==> src/rtl/core_mem_pkg.sv <==
// Shared types and AXI constants for the core memory arbiter.
package core_mem_pkg;

  typedef enum logic [2:0] {
    ST_IDLE  = 3'd0,
    ST_RADDR = 3'd1,
    ST_RDATA = 3'd2,
    ST_WREQ  = 3'd3,
    ST_WRESP = 3'd4,
    ST_RESP  = 3'd5
  } state_e;

  typedef enum logic {
    GNT_I = 1'b0,
    GNT_D = 1'b1
  } gnt_e;

  localparam logic [1:0] AXI_RESP_OKAY  = 2'b00;
  localparam logic [7:0] AXI_LEN_SINGLE = 8'd0;
  localparam logic [2:0] AXI_SIZE_4B    = 3'd2;
  localparam logic [1:0] AXI_BURST_INCR = 2'b01;
  localparam logic [2:0] AXI_PROT_NONE  = 3'd0;

endpackage

==> src/rtl/mem_arbiter.sv <==
// Round-robin arbiter sharing one single-beat AXI4 master between the
// instruction-fetch (read only) and load/store requesters.
module mem_arbiter
  import core_mem_pkg::*;
#(
  parameter int C_AXI_DATA_WIDTH = 32,
  parameter int C_OFFSET_WIDTH   = 28
) (
  input  logic                          CLK,
  input  logic                          RSTN,

  input  logic                          I_REQ,
  input  logic [31:0]                   I_ADDR,
  output logic [C_AXI_DATA_WIDTH-1:0]   I_RDATA,
  output logic                          I_DONE,

  input  logic                          D_REQ,
  input  logic                          D_WE,
  input  logic [31:0]                   D_ADDR,
  input  logic [C_AXI_DATA_WIDTH-1:0]   D_WDATA,
  input  logic [C_AXI_DATA_WIDTH/8-1:0] D_STRB,
  output logic [C_AXI_DATA_WIDTH-1:0]   D_RDATA,
  output logic                          D_DONE,

  output logic                          BUSY,
  output logic                          ERR,

  output logic [C_OFFSET_WIDTH-1:0]     M_AXI_ARADDR,
  output logic [7:0]                    M_AXI_ARLEN,
  output logic [2:0]                    M_AXI_ARSIZE,
  output logic [1:0]                    M_AXI_ARBURST,
  output logic [2:0]                    M_AXI_ARPROT,
  output logic                          M_AXI_ARVALID,
  input  logic                          M_AXI_ARREADY,

  input  logic [C_AXI_DATA_WIDTH-1:0]   M_AXI_RDATA,
  input  logic [1:0]                    M_AXI_RRESP,
  input  logic                          M_AXI_RLAST,
  input  logic                          M_AXI_RVALID,
  output logic                          M_AXI_RREADY,

  output logic [C_OFFSET_WIDTH-1:0]     M_AXI_AWADDR,
  output logic                          M_AXI_AWVALID,
  input  logic                          M_AXI_AWREADY,

  output logic [C_AXI_DATA_WIDTH-1:0]   M_AXI_WDATA,
  output logic [C_AXI_DATA_WIDTH/8-1:0] M_AXI_WSTRB,
  output logic                          M_AXI_WLAST,
  output logic                          M_AXI_WVALID,
  input  logic                          M_AXI_WREADY,

  input  logic [1:0]                    M_AXI_BRESP,
  input  logic                          M_AXI_BVALID,
  output logic                          M_AXI_BREADY
);

  state_e                          state_q, state_d;
  gnt_e                            id_q, id_d;
  gnt_e                            last_gnt_q, last_gnt_d;
  gnt_e                            gnt;
  logic [C_OFFSET_WIDTH-1:0]       addr_q, addr_d;
  logic [C_AXI_DATA_WIDTH-1:0]     wdata_q, wdata_d;
  logic [C_AXI_DATA_WIDTH/8-1:0]   strb_q, strb_d;
  logic                            aw_done_q, aw_done_d;
  logic                            w_done_q, w_done_d;
  logic                            err_q, err_d;
  logic [C_AXI_DATA_WIDTH-1:0]     i_rdata_q, i_rdata_d;
  logic [C_AXI_DATA_WIDTH-1:0]     d_rdata_q, d_rdata_d;

  always_ff @(posedge CLK or negedge RSTN) begin
    if (!RSTN) begin
      state_q    <= ST_IDLE;
      id_q       <= GNT_I;
      last_gnt_q <= GNT_I;
      addr_q     <= '0;
      wdata_q    <= '0;
      strb_q     <= '0;
      aw_done_q  <= 1'b0;
      w_done_q   <= 1'b0;
      err_q      <= 1'b0;
      i_rdata_q  <= '0;
      d_rdata_q  <= '0;
    end else begin
      state_q    <= state_d;
      id_q       <= id_d;
      last_gnt_q <= last_gnt_d;
      addr_q     <= addr_d;
      wdata_q    <= wdata_d;
      strb_q     <= strb_d;
      aw_done_q  <= aw_done_d;
      w_done_q   <= w_done_d;
      err_q      <= err_d;
      i_rdata_q  <= i_rdata_d;
      d_rdata_q  <= d_rdata_d;
    end
  end

  always_comb begin
    state_d    = state_q;
    id_d       = id_q;
    last_gnt_d = last_gnt_q;
    addr_d     = addr_q;
    wdata_d    = wdata_q;
    strb_d     = strb_q;
    aw_done_d  = aw_done_q;
    w_done_d   = w_done_q;
    err_d      = err_q;
    i_rdata_d  = i_rdata_q;
    d_rdata_d  = d_rdata_q;
    gnt        = GNT_I;

    unique case (state_q)
      ST_IDLE: begin
        if (I_REQ || D_REQ) begin
          // On a tie the requester not served last wins.
          if (I_REQ && D_REQ) gnt = (last_gnt_q == GNT_I) ? GNT_D : GNT_I;
          else                gnt = D_REQ ? GNT_D : GNT_I;
          id_d      = gnt;
          aw_done_d = 1'b0;
          w_done_d  = 1'b0;
          if (gnt == GNT_D) begin
            addr_d  = D_ADDR[C_OFFSET_WIDTH-1:0];
            wdata_d = D_WDATA;
            strb_d  = D_STRB;
            state_d = D_WE ? ST_WREQ : ST_RADDR;
          end else begin
            addr_d  = I_ADDR[C_OFFSET_WIDTH-1:0];
            state_d = ST_RADDR;
          end
        end
      end
      ST_RADDR: if (M_AXI_ARREADY) state_d = ST_RDATA;
      ST_RDATA: begin
        if (M_AXI_RVALID) begin
          if (id_q == GNT_D) d_rdata_d = M_AXI_RDATA;
          else               i_rdata_d = M_AXI_RDATA;
          err_d   = err_q | (M_AXI_RRESP != AXI_RESP_OKAY);
          state_d = ST_RESP;
        end
      end
      ST_WREQ: begin
        aw_done_d = aw_done_q | M_AXI_AWREADY;
        w_done_d  = w_done_q  | M_AXI_WREADY;
        if (aw_done_d && w_done_d) state_d = ST_WRESP;
      end
      ST_WRESP: begin
        if (M_AXI_BVALID) begin
          err_d   = err_q | (M_AXI_BRESP != AXI_RESP_OKAY);
          state_d = ST_RESP;
        end
      end
      ST_RESP: begin
        last_gnt_d = id_q;
        state_d    = ST_IDLE;
      end
      default: state_d = ST_IDLE;
    endcase
  end

  // Every output is a decode of registered state only.
  assign M_AXI_ARVALID = (state_q == ST_RADDR);
  assign M_AXI_RREADY  = (state_q == ST_RDATA);
  assign M_AXI_AWVALID = (state_q == ST_WREQ) && !aw_done_q;
  assign M_AXI_WVALID  = (state_q == ST_WREQ) && !w_done_q;
  assign M_AXI_BREADY  = (state_q == ST_WRESP);
  assign I_DONE        = (state_q == ST_RESP) && (id_q == GNT_I);
  assign D_DONE        = (state_q == ST_RESP) && (id_q == GNT_D);
  assign BUSY          = (state_q != ST_IDLE);
  assign ERR           = err_q;
  assign I_RDATA       = i_rdata_q;
  assign D_RDATA       = d_rdata_q;

  assign M_AXI_ARADDR  = addr_q;
  assign M_AXI_AWADDR  = addr_q;
  assign M_AXI_WDATA   = wdata_q;
  assign M_AXI_WSTRB   = strb_q;
  assign M_AXI_WLAST   = 1'b1;
  assign M_AXI_ARLEN   = AXI_LEN_SINGLE;
  assign M_AXI_ARSIZE  = AXI_SIZE_4B;
  assign M_AXI_ARBURST = AXI_BURST_INCR;
  assign M_AXI_ARPROT  = AXI_PROT_NONE;

  logic unused_ok;
  assign unused_ok = &{1'b0, M_AXI_RLAST, I_ADDR[31:C_OFFSET_WIDTH], D_ADDR[31:C_OFFSET_WIDTH]};

endmodule

==> config.mk <==
export PLATFORM = sky130hd
export DESIGN_NAME = mem_arbiter
export DESIGN_NICKNAME = d
export VERILOG_FILES = /design/src/rtl/core_mem_pkg.sv /design/src/rtl/mem_arbiter.sv
export SDC_FILE = /design/constraint.sdc
export NUM_CORES = 1
export LEC_CHECK = 0
export CAP_MARGIN = 10
export CORE_AREA = 2 2 155 97
export CTS_BUF_LIST = sky130_fd_sc_hd__clkbuf_4
export DETAILED_ROUTE_END_ITERATION = 10
export DIE_AREA = 0 0 157 99
export PLACE_DENSITY = 0.95
export SYNTH_ARGS = -nofsm -noshare
export SYNTH_HDL_FRONTEND = slang
export SYNTH_SLANG_ARGS = --single-unit
==> constraint.sdc <==
create_clock -name CLK -period 4.24 [get_ports CLK]
set_input_delay 0.424 -clock CLK [delete_from_list [all_inputs] [get_ports CLK]]
set_output_delay 0.424 -clock CLK [all_outputs]
set_load 0.02 [all_outputs]
; ---- Word-level counts from Yosys, hierarchy flattened
; Index checks and enable logic that the tools add are counted.
; W data, S select, Z words.
[classes]
eq_ne = 10
n_mux = 20
n_bitwise = 5
n_reduce_logical = 22
[ops]
columns = operator, n
row1 = $mux W28, 1
row2 = $mux W3, 5
row3 = $pmux W3 S5, 1
row4 = $reduce_and A3 Y1, 4
row5 = $mux W1, 8
row6 = $ne A2 B2 Y1 const B, 4
row7 = $reduce_bool A2 Y1, 4
row8 = $eq A3 B2 Y1 const B, 2
row9 = $eq A3 B3 Y1 const B, 2
row10 = $logic_and A1 B1 Y1, 6
row11 = $pmux W1 S2, 3
row12 = $reduce_and A5 Y1, 1
row13 = $mux W2, 2
row14 = $or A1 B1 Y1, 4
row15 = $reduce_and A2 Y1, 2
row16 = $eq A3 B1 Y1 const B, 1
row17 = $logic_not A3 Y1, 1
row18 = $reduce_bool A3 Y1, 1
row19 = $logic_not A1 Y1, 2
row20 = $ne A2 B1 Y1 const B, 1
row21 = $logic_or A1 B1 Y1, 1
row22 = $not A1 Y1, 1
[totals]
register_bits = 136
input_bits = 147
output_inout_bits = 182
elab_cells = 68

; ---- Depth between registers and ports, before layout
[logic_depth]
word_depth = 7
ltp_mapped = 5
depth_no_buf = 3

; ---- Worst setup path after synthesis
; Ideal clock, no wire load.
[synth_timing]
path_type = register to register
start = reg state_q[2]
end = reg i_rdata_q[10], in the netlist I_RDATA[10]
arrival_time_ns = 1.611
setup_slack_ns = 2.502
path_stages_with_launch = 6
path_buffers = 2
cell_sequence = dfrtp_1 nor3b_2 and3_1 buf_2 buf_4 mux2_1
[synth_via]
elab_chain_len = 2
[synth_lines]
columns = item, line
row1 = from (decl), mem_arbiter.sv:57  ; state_e state_q, state_d;
row2 = from (signal assigned), mem_arbiter.sv:84  ; state_q <= state_d;
row3 = $eq A3 B2 Y1, --
row4 = named net M_AXI_RREADY, mem_arbiter.sv:40  ; output logic M_AXI_RREADY,
row5 = $reduce_and A3 Y1 (no line), --
row6 = to (signal assigned), mem_arbiter.sv:93  ; i_rdata_q <= i_rdata_d;
row7 = to (decl), mem_arbiter.sv:67  ; logic [C_AXI_DATA_WIDTH-1:0] i_rdata_q, i_rdata_d;
; The timed path passes the listed nets, and every way through them passes these cells.
; A chain may end at the register's enable or synchronous reset.

; ---- Final worst setup path
[layout_timing]
start = reg state_q[2]
end = out M_AXI_BREADY
[layout_via]
elab_chain_len = 1
[layout_lines]
columns = item, line
row1 = $eq A3 B3 Y1, mem_arbiter.sv:165  ; assign M_AXI_BREADY = (state_q == ST_WRESP);
row2 = to (decl), mem_arbiter.sv:54  ; output logic M_AXI_BREADY
; No other way between the ends.

==> flow_metrics.tcl <==
set metrics [dict create \
    wl_per_cell_um 17.3 \
    final_nets 830 \
    yosysSeqAreaShare_pct 57.2 \
    avgSynthCellArea_sq_um 14.6 \
    drive_gt1_share_pct 21.0 \
    yosys_warnings 0 \
    viasPerCell 4.66 \
    ant_nets 0 \
    setup_viol 0 \
    drtPass1Iterations 5 \
    rsz0062_at_grt "no" \
    worst-endpoint-arrival_ps 2270 \
    antenna_found_initial 0 \
    period_needed_ps 2690 \
    grt_pass1_vias 4607 \
    cts_max_level 4 \
    endpoint_kind "primary output" \
    cts.sinks 136 \
    clkTransAtPathRegs_ps 140 \
    fin_skew_ps 22.4 \
    num_rows 34 \
    synth_top_family_by_area "multiplexers" \
    p_per_area_nw_per_um2 778 \
    gp_congestion 0.790 \
    register_area_sq_um 3400 \
    layout_commonest_cell "clkdlybuf4s50_1" \
    drt_wl_total_um 15500 \
    die_area_sq_um 15500 \
    final_area_sq_um 9160 \
    clock_latency_ps 520 \
    io-pin-count 329 \
    crit_path_start_kind "register" \
    final_cell_mix "clkdlybuf4s50_1, dfrtp_1, mux2_2, mux2_1" \
    synthMuxAreaShare_pct 29.7 \
    die-height_um 99 \
    cp-startpoint "state_q[2]" \
    leakage_nw 3.84 \
    peakVddDrop_mv 0.421 \
    synth_cell_types 33 \
    critPathKind "register to primary output" \
    place_area_sq_um 8850 \
    initial_utilization_pct 42.2 \
    finalHoldViolations 0 \
    syn2layout_area_growth_pct 54.0 \
    postSynthCellCount 407 \
    synthXorXnorAreaFrac_pct 0 \
    synth_compound_area_share_pct 1.79 \
    slew_headroom_pct 28.8 \
    drtIter0Drc 103 \
    status "finished clean" \
    post_synth_fa_ha_maj_area_fraction_pct 0 \
    diodes 0 \
    min_period_over_period_pct 63.4 \
    dp_hpwl_um 11900 \
    io_buffers 302 \
    power.total_mw 7.12 \
    drc 0 \
    vias 4167 \
    syn_area_sq_um 5950 \
    cts_tree "yes" \
    timing.fmax_mhz 372 \
    gr-total-overflow 0 \
    nFillCells 1041 \
    ys.flop_type "dfrtp_1" \
    cts-buffers-inserted 17 \
    ys_ff_latch 136 \
    synth-simple-area-share_pct 3.07 \
    critPathMaxFanout 13 \
    crit_required_ps 3820 \
    grt_pass1_wl_um 24400 \
    async_flop_share_pct 100 \
    r2r_start "state_q[1]" \
    multi_input_area_sq_um 2130 \
    cts_setup_buffers 0 \
    coreArea_sq_um 14100 \
    chipWidth_um 157 \
    worst_pin_slew_ps 1070 \
    clock_path_buffers 2 \
    maxCapViolCount 0 \
    grt_usage_pct 20.5 \
    synth_edf_count 0 \
    grt_max_degree 69 \
    hp-class "input port to asynchronous set/reset pin" \
    cts_root_buffer "clkbuf_4" \
    fin_setup_tns_ps 0 \
    slew_violations 0 \
]
[state kept, by name, summed over array words and instances (netlist names)]
| register | count |
|---|---|
| ERR | 1 |
| M_AXI_WSTRB | 4 |
| last_gnt_q | 1 |
| I_RDATA | 32 |
| M_AXI_ARADDR | 28 |
| aw_done_q | 1 |
| id_q | 1 |
| M_AXI_WDATA | 32 |
| D_RDATA | 32 |
| state_q | 3 |
| w_done_q | 1 |
[through the flow]
stage	cells	setup slack, ps	hold WS [ps]	utilization [%]
6_report	894	1550	466	65.0
4_1_cts	894	1480	444	65.0
2_1_floorplan	422	2500	128	-
5_1_grt	894	1360	432	65.0
3_5_place_dp	861	1610	447	62.9
3_3_place_gp	861	1720	446	62.9
[cell usage after synthesis (all sizes together), types with 2 or more instances]
| master | count | share of area (%) |
|---|---|---|
| inv | 3 | 0.19 |
| o21bai | 3 | 0.38 |
| nand2b | 2 | 0.21 |
| nor3b | 4 | 0.59 |
| conb | 2 | 0.13 |
| a21oi | 4 | 0.34 |
| nand3b | 3 | 0.38 |
| nor2 | 11 | 0.74 |
| buf | 62 | 7.7 |
| or3b | 2 | 0.29 |
| nor2b | 2 | 0.25 |
| mux2 | 156 | 30 |
| dfrtp | 136 | 57 |
| clkbuf | 3 | 0.19 |
| a21o | 2 | 0.25 |
[routing by layer]
| metal | vias up | part of all wire (%) | track usage, % | wire length, um |
|---|---|---|---|---|
| met1 | 2064 | 38 | 22.7 | 5870 |
| met4 | 0 | 1.3 | 5.15 | 205 |
| met5 | - | 0 | 0 | 0 |
| met3 | 20 | 8.6 | 8.05 | 1330 |
| met2 | 173 | 52 | 37.0 | 8060 |
| li1 | 1910 | - | - | - |
[logic make-up (layout without fill, tap and decap cells)]
kind of cell           after synthesis  count (layout)
flip-flops                         136             136
AO/OA/AOI/OAI                       15              15
other                                2              17
buffers and inverters               68             342
AND/OR/NAND/NOR                     29              29
multiplexers                       157             157
[critical path, cell delays in order (launching register included)]
cell,delay (ps)
dfrtp_1,570
or3b_2,510
inv_1,60
clkdlybuf4s50_1,630
[repair_timing]
action                    in CTS  in global routing
gates resized for setup        0                  0
hold endpoints to repair      66                  0
hold buffers                   1                  0
[power breakdown]
part,internal (mW),switching (mW),leakage (nW)
Sequential,1.94,0.437,1.63
Combinational,2.05,1.82,2.05
Clock,0.366,0.508,0.159
[path summary, 6_finish.rpt]
kind	to	slack, ps	cells past startpoint
hold / removal	M_AXI_ARADDR[25]	470	2
setup / recovery	M_AXI_BREADY	1550	3
max in group asynchronous	I_RDATA[15]	2830	3
min in group CLK	ERR	470	1
setup reg to reg	D_RDATA[3]	1850	3
hold reg to reg	ERR	470	1
[final cells by class]
class / instances / share of cell area (%)
Timing Repair Buffer: 307 / 33.5
Sequential cell: 136 / 37.2
Tap cell: 198 / 2.71
Clock buffer: 17 / 1.39
Inverter: 3 / 0.123
Multi-Input combinational cell: 218 / 23.3
Clock inverter: 15 / 1.84
Power figures use the tool's default switching activity.
